File: src/rtl/rom_matrix_stream_pkg.sv
// Shared definitions for the ROM matrix streaming device: opcodes, mode bits, FSM states.
package rom_matrix_stream_pkg;

    localparam logic [3:0] OP_NOP  = 4'd0;
    localparam logic [3:0] OP_LDRL = 4'd1;
    localparam logic [3:0] OP_LDRH = 4'd2;
    localparam logic [3:0] OP_LDCL = 4'd3;
    localparam logic [3:0] OP_LDCH = 4'd4;
    localparam logic [3:0] OP_RD   = 4'd5;
    localparam logic [3:0] OP_RDI  = 4'd6;
    localparam logic [3:0] OP_MODE = 4'd7;
    localparam logic [3:0] OP_CLR  = 4'd8;

    localparam int MODE_MAJOR = 0;
    localparam int MODE_STOP  = 1;

    typedef enum logic [1:0] {
        ST_IDLE = 2'd0,
        ST_ADDR = 2'd1,
        ST_DATA = 2'd2
    } state_e;

endpackage

File: src/rtl/matrix_cursor.sv
// Row/column cursor: byte-half loads, clear, and read-and-advance with major/wrap/stop rules.
module matrix_cursor #(
    parameter int RW = 7,
    parameter int CW = 7
) (
    input  logic          clock,
    input  logic          reset,
    input  logic          ld_rl,
    input  logic          ld_rh,
    input  logic          ld_cl,
    input  logic          ld_ch,
    input  logic          clr,
    input  logic          adv,
    input  logic          col_major,
    input  logic          stop_mode,
    input  logic [7:0]    imm,
    output logic [RW-1:0] row,
    output logic [CW-1:0] col,
    output logic          at_end
);

    localparam logic [RW-1:0] ROW_LAST = '1;
    localparam logic [CW-1:0] COL_LAST = '1;

    logic [RW-1:0] row_q, row_d;
    logic [CW-1:0] col_q, col_d;
    logic [15:0]   row_ext, col_ext;
    logic          row_last, col_last;
    logic          unused_ext;

    assign row_last = (row_q == ROW_LAST);
    assign col_last = (col_q == COL_LAST);
    assign at_end   = row_last & col_last;
    assign row      = row_q;
    assign col      = col_q;

    // Cursor bits above RW/CW are simply dropped after a byte-half load.
    assign unused_ext = ^{row_ext, col_ext};

    // Next cursor: clear wins, then advance, then loads.
    always_comb begin
        row_d   = row_q;
        col_d   = col_q;
        row_ext = 16'(row_q);
        col_ext = 16'(col_q);
        if (ld_rl) row_ext[7:0]  = imm;
        if (ld_rh) row_ext[15:8] = imm;
        if (ld_cl) col_ext[7:0]  = imm;
        if (ld_ch) col_ext[15:8] = imm;
        if (clr) begin
            row_d = '0;
            col_d = '0;
        end else if (adv) begin
            if (!col_major) begin
                if (!col_last) begin
                    col_d = col_q + 1'b1;
                end else if (!row_last) begin
                    col_d = '0;
                    row_d = row_q + 1'b1;
                end else if (!stop_mode) begin
                    row_d = '0;
                    col_d = '0;
                end
            end else begin
                if (!row_last) begin
                    row_d = row_q + 1'b1;
                end else if (!col_last) begin
                    row_d = '0;
                    col_d = col_q + 1'b1;
                end else if (!stop_mode) begin
                    row_d = '0;
                    col_d = '0;
                end
            end
        end else begin
            row_d = row_ext[RW-1:0];
            col_d = col_ext[CW-1:0];
        end
    end

    // Cursor registers.
    always_ff @(posedge clock or negedge reset) begin
        if (!reset) begin
            row_q <= '0;
            col_q <= '0;
        end else begin
            row_q <= row_d;
            col_q <= col_d;
        end
    end

endmodule

File: src/rtl/rom_matrix_stream.sv
// Sequencer-attached ROM matrix reader: instruction decode, read FSM, status flags, outputs.
//
// state   | meaning
// IDLE    | accepts any instruction; RD/RDI latch rom_addr from the cursor
// ADDR    | external ROM registers rom_addr
// DATA    | capture ROM word into out, advance cursor for RDI
//
// Any instruction arriving while busy (ADDR or DATA) is dropped and flags error,
// so the next read is accepted once busy has fallen.
module rom_matrix_stream
    import rom_matrix_stream_pkg::*;
#(
    parameter int ROMRows     = 128,
    parameter int ROMCols     = 128,
    parameter int ROMDataSize = 4
) (
    input  logic                                         clock,
    input  logic                                         reset,
    input  logic [11:0]                                  inst,
    input  logic                                         inst_en,
    output logic [ROMDataSize-1:0]                       out,
    output logic                                         busy,
    output logic                                         done,
    output logic                                         error,
    output logic [$clog2(ROMRows)+$clog2(ROMCols)-1:0]   rom_addr,
    input  logic [ROMDataSize-1:0]                       rom_data_o
);

    localparam int RW = $clog2(ROMRows);
    localparam int CW = $clog2(ROMCols);

    state_e                 state_q, state_d;
    logic [ROMDataSize-1:0] out_q, out_d;
    logic [RW+CW-1:0]       addr_q, addr_d;
    logic                   done_q, done_d;
    logic                   error_q, error_d;
    logic                   major_q, major_d;
    logic                   stop_q, stop_d;
    logic                   rdi_q, rdi_d;

    logic                   ld_rl, ld_rh, ld_cl, ld_ch, clr, adv;
    logic [RW-1:0]          cur_row;
    logic [CW-1:0]          cur_col;
    logic                   at_end;
    logic [3:0]             op;
    logic [7:0]             imm;

    assign op  = inst[11:8];
    assign imm = inst[7:0];

    matrix_cursor #(
        .RW (RW),
        .CW (CW)
    ) u_cursor (
        .clock     (clock),
        .reset     (reset),
        .ld_rl     (ld_rl),
        .ld_rh     (ld_rh),
        .ld_cl     (ld_cl),
        .ld_ch     (ld_ch),
        .clr       (clr),
        .adv       (adv),
        .col_major (major_q),
        .stop_mode (stop_q),
        .imm       (imm),
        .row       (cur_row),
        .col       (cur_col),
        .at_end    (at_end)
    );

    // Instruction decode, FSM next state and status/output next values.
    always_comb begin
        state_d = state_q;
        out_d   = out_q;
        addr_d  = addr_q;
        done_d  = done_q;
        error_d = error_q;
        major_d = major_q;
        stop_d  = stop_q;
        rdi_d   = rdi_q;
        ld_rl   = 1'b0;
        ld_rh   = 1'b0;
        ld_cl   = 1'b0;
        ld_ch   = 1'b0;
        clr     = 1'b0;
        adv     = 1'b0;
        case (state_q)
            ST_IDLE: begin
                if (inst_en) begin
                    case (op)
                        OP_NOP:  ;
                        OP_LDRL: ld_rl = 1'b1;
                        OP_LDRH: ld_rh = 1'b1;
                        OP_LDCL: ld_cl = 1'b1;
                        OP_LDCH: ld_ch = 1'b1;
                        OP_RD, OP_RDI: begin
                            addr_d  = {cur_row, cur_col};
                            rdi_d   = (op == OP_RDI);
                            state_d = ST_ADDR;
                        end
                        OP_MODE: begin
                            major_d = imm[MODE_MAJOR];
                            stop_d  = imm[MODE_STOP];
                        end
                        OP_CLR: begin
                            clr     = 1'b1;
                            done_d  = 1'b0;
                            error_d = 1'b0;
                        end
                        default: error_d = 1'b1;
                    endcase
                end
            end
            ST_ADDR: begin
                state_d = ST_DATA;
                if (inst_en) error_d = 1'b1;
            end
            ST_DATA: begin
                out_d   = rom_data_o;
                adv     = rdi_q;
                if (rdi_q && at_end && stop_q) done_d = 1'b1;
                state_d = ST_IDLE;
                if (inst_en) error_d = 1'b1;
            end
            default: state_d = ST_IDLE;
        endcase
    end

    // State, status and output registers.
    always_ff @(posedge clock or negedge reset) begin
        if (!reset) begin
            state_q <= ST_IDLE;
            out_q   <= '0;
            addr_q  <= '0;
            done_q  <= 1'b0;
            error_q <= 1'b0;
            major_q <= 1'b0;
            stop_q  <= 1'b0;
            rdi_q   <= 1'b0;
        end else begin
            state_q <= state_d;
            out_q   <= out_d;
            addr_q  <= addr_d;
            done_q  <= done_d;
            error_q <= error_d;
            major_q <= major_d;
            stop_q  <= stop_d;
            rdi_q   <= rdi_d;
        end
    end

    assign out      = out_q;
    assign rom_addr = addr_q;
    assign busy     = (state_q != ST_IDLE);
    assign done     = done_q;
    assign error    = error_q;

endmodule

File: config.mk
export PLATFORM = sky130hd
export DESIGN_NAME = rom_matrix_stream
export DESIGN_NICKNAME = d
export VERILOG_FILES = /design/src/rtl/rom_matrix_stream_pkg.sv /design/src/rtl/matrix_cursor.sv /design/src/rtl/rom_matrix_stream.sv
export SDC_FILE = /design/constraint.sdc
export NUM_CORES = 1
export LEC_CHECK = 0
export CORE_ASPECT_RATIO = 1.2
export CORE_MARGIN = 2
export CORE_UTILIZATION = 45
export DETAILED_ROUTE_END_ITERATION = 6
export GPL_ROUTABILITY_DRIVEN = 0
export PLACE_DENSITY = 0.78
export SLEW_MARGIN = 20
export SYNTH_ARGS = -nofsm -noshare
export SYNTH_HDL_FRONTEND = slang
export SYNTH_SLANG_ARGS = --single-unit
export TNS_END_PERCENT = 50
File: constraint.sdc
create_clock -name clock -period 4.83 [get_ports clock]
set_input_delay 0.483 -clock clock [delete_from_list [all_inputs] [get_ports clock]]
set_output_delay 0.483 -clock clock [all_outputs]
set_load 0.005 [all_outputs]
==> key figures <==
Floorplanning
  • Starting density of the core: 47.42%
  • Row count: 27
  • Die width: 67.75 um
  • Ports: 40
  • Core area: 4628 um^2
  • Die Height: 80.50 um
  • Full die area: 5454 um^2

Critical path
  • Crit path DAT: 3370 ps
  • Beginning of the critical path: state_q[0]
  • CP Capture Type: flop
  • WS Path Type: flop to flop
  • R2R setup slack: 1640 ps
  • Critical Path Fanout Max: 23
  • CP Launch Type: flop
  • R2R Path End: u_cursor.col[2]
  • CP required: roughly 5000 ps
  • R2r worst-path depth: 7
  • Reg-to-Reg Start: state_q[0]

Global routing
  • Global-route wire length before repair: 8300 um
  • Gr usage total: 20.67%
  • Initial antenna violation count: 0
  • GR Overflow Total: 0
  • Number of global-route vias before repair: 1,731
  • Largest net degree at the start of global routing: 40

STA
  • Final hold violations: 0
  • Relative slew slack: between 30 and 40%
  • Final Setup Violations: 0
  • Fmax: 313.0 MHz
  • RSZ-0062 raised after global routing: no
  • Min Tclk post-route: roughly 3200 ps
  • Final TNS setup: 0 ps
  • Hold slack: 299.2 ps
  • Period utilization: 66.14%
  • Clk_skew: 5.112 ps
  • Worst-margin pin slew: 1033 ps
  • Final worst setup slack: 1635 ps
  • Final slew viol count: 0

Synth
  • Synth Warn #: 0
  • Sequential share of the synthesized area: about 44%
  • Leading area contributor after synthesis: dfrtp_1
  • Cell Area, Synth: ~2200 um^2
  • Most common flop cell mapped by yosys: dfrtp_1
  • Syn_nets: 242
  • Gate Count Post-Synth: roughly 220
  • Area contributors post-synth: dfrtp_1 (44%), mux2_2 (9.7%), nand2_1 (4.4%), o21ai_0 (3.9%), ha_1 (2.9%)
  • Synth top area share: 44.47%
  • Asr flop ratio synth: 100.0%
  • #FFs+latches synth: 39
  • EDFF count, synth: 0
  • Distinct cells, synth: 51
  • Avg Cell Area, Syn: 10.07 um^2

Clocking
  • CTS tree: yes
  • Setup Fix Bufs, Post-CTS: 0
  • Post-CTS sizing: 0
  • CTS buffer count: 5
  • H-tree depth: 2
  • Maximum clock path buffer count: 2
  • Clock Root Buffer: clkbuf_8
  • Clock Sink Count: 39
  • Hold_buf cts: 0
  • Worst skew pair latency: 290 ps
  • Clk pin slew, worst setup/hold paths: around 80 ps

Place
  • Post-Place Setup Slack: approximately 1600 ps
  • Port Buffer Count: 38
  • Dpl hpwl: 3551 um

Power and ir drop
  • Clock power share: between 10% and 20%
  • Flop pwr share: 40.2%
  • Combinational group share of total power: between 40% and 50%
  • Pwr per Cell Area: 574.3 nW/um^2
  • Peak supply drop: 0.3461 mV
  • Leak pwr: between 1 and 1.5 nW
  • Total power: 0.001538 W
  • Power Internal: 0.0009803 W
  • Psw: approximately 0.00056 W
  • Switching portion of total power: approximately 36%

Hold path
  • Tightest Hold Check Type: primary input to async pin

Layout
  • Final Util: between 50 and 60%
  • Diode count: 0
  • Nets: 277
  • Fraction of layout cells with a size suffix above 1: 13.78%
  • Synth-to-Final Area Change: 22.01%

Routing
  • Remaining DRCs: 0
  • DR vias: 1,798
  • DRT iter0 DRCs: approximately 110
  • Post-route antenna net violation count: 0
  • Routed length per placed instance: 15.69 um
  • Drt pass-1 iters: 4
  • Final WL: 4895 um
  • DR vias/cell: just under 6

Status
  • Status: finished, final reports clean

Flow run
  • Maximum capacitance violations: 0
==> placed cells by master (no fill, tap or decap), types with 3 or more instances in the layout <==
master / count
and3_1: 4
mux2_2: 19
nand3_1: 9
xnor2_1: 3
a21oi_1: 10
ha_1: 5
clkbuf_8: 7
nor2_1: 11
clkdlybuf4s50_1: 37
o22ai_1: 3
dfrtp_1: 39
and4_1: 3
a31oi_1: 6
inv_1: 7
mux2i_1: 3
o21ai_0: 17
a32o_1: 4
nand2_1: 26
==> stage by stage <==
step	instance area [um^2]	std cells
2_1_floorplan	2195	218
3_3_place_gp	2574	304
3_5_place_dp	2574	304
4_1_cts	2678	312
5_1_grt	2678	312
6_report	2678	312
==> critical path: stages, from the launching register on <==
cell and delay (ps):
dfrtp_1 410, inv_1 90, ha_1 370, and2_1 640, nand2_1 220, o22ai_1 830
a2111oi_0 170, a311o_1 360
==> how the worst max path moves through the flow <==
stage                            endpoint  slack, ps  cells after the start
final                     u_cursor.col[2]       1640                      7
after global routing      u_cursor.col[2]       1320                      7
after CTS                 u_cursor.col[2]       1630                      7
after detailed placement  u_cursor.col[2]       1650                      7
after global placement    u_cursor.col[2]       1660                      7
after floorplan           u_cursor.col[5]       2870                      9
==> state kept, by name (all words and copies together) (netlist names) <==
| signal | count |
|---|---|
| out | 4 |
| rom_addr | 14 |
| rdi_q | 1 |
| error | 1 |
| stop_q | 1 |
| u_cursor.row | 7 |
| state_q | 2 |
| major_q | 1 |
| u_cursor.col | 7 |
| done | 1 |
==> synthesized netlist by cell type, drive strengths merged, types with 2 or more instances <==
library cell	number
o22ai	3
o21ai	18
and2	2
dfrtp	39
nor3	3
a21oi	12
o21bai	2
inv	7
nand2	26
clkbuf	2
a21o	2
a31oi	6
mux2	19
ha	5
nand4	2
mux2i	3
nand3	9
a2bb2oi	2
and4	3
and3	4
a2111oi	2
xnor2	3
buf	8
nor2	12
o211ai	2
a32o	4
==> power groups by stage <==
stage                     Clock (W)  Sequential, W  Combinational, W
after floorplan                   0       0.000590          0.000424
final                      0.000244       0.000618          0.000675
after global routing       0.000262       0.000644          0.000759
after CTS                  0.000252       0.000619          0.000681
after detailed placement          0       0.000625          0.000677
after global placement            0       0.000615          0.000662
==> layout make-up <==
type / instances / area, um^2
Tap cell: 58 / 72.57
Clock buffer: 7 / 96.34
Sequential cell: 39 / 975.9
Inverter: 7 / 26.28
Fill cell: 424 / 1951
Multi-Input combinational cell: 162 / 1124
Clock inverter: 1 / 7.507
Timing Repair Buffer: 38 / 375.4
==> metal layers <==
| metal | global-route usage [%] | wire length [um] | part of all wire [%] |
|---|---|---|---|
| met2 | 34.12 | 2499 | 51 |
| met3 | 5.182 | 259 | 5.3 |
| met4 | 7.143 | 89 | 1.8 |
| met5 | 0 | 0 | 0 |
| met1 | 25.85 | 2046 | 42 |
==> cell families (layout without fill, tap and decap cells) <==
logic type	count (synthesis)	count (layout)	share of synthesized area, %
compound gates	61	61	19.21
fa+ha+maj	5	5	2.851
mux	22	22	11.12
simple gates	70	70	16.42
xor+xnor	4	4	1.597
buf+inv	17	53	4.333
flops	39	39	44.47
(Power assumes the default switching activity.)
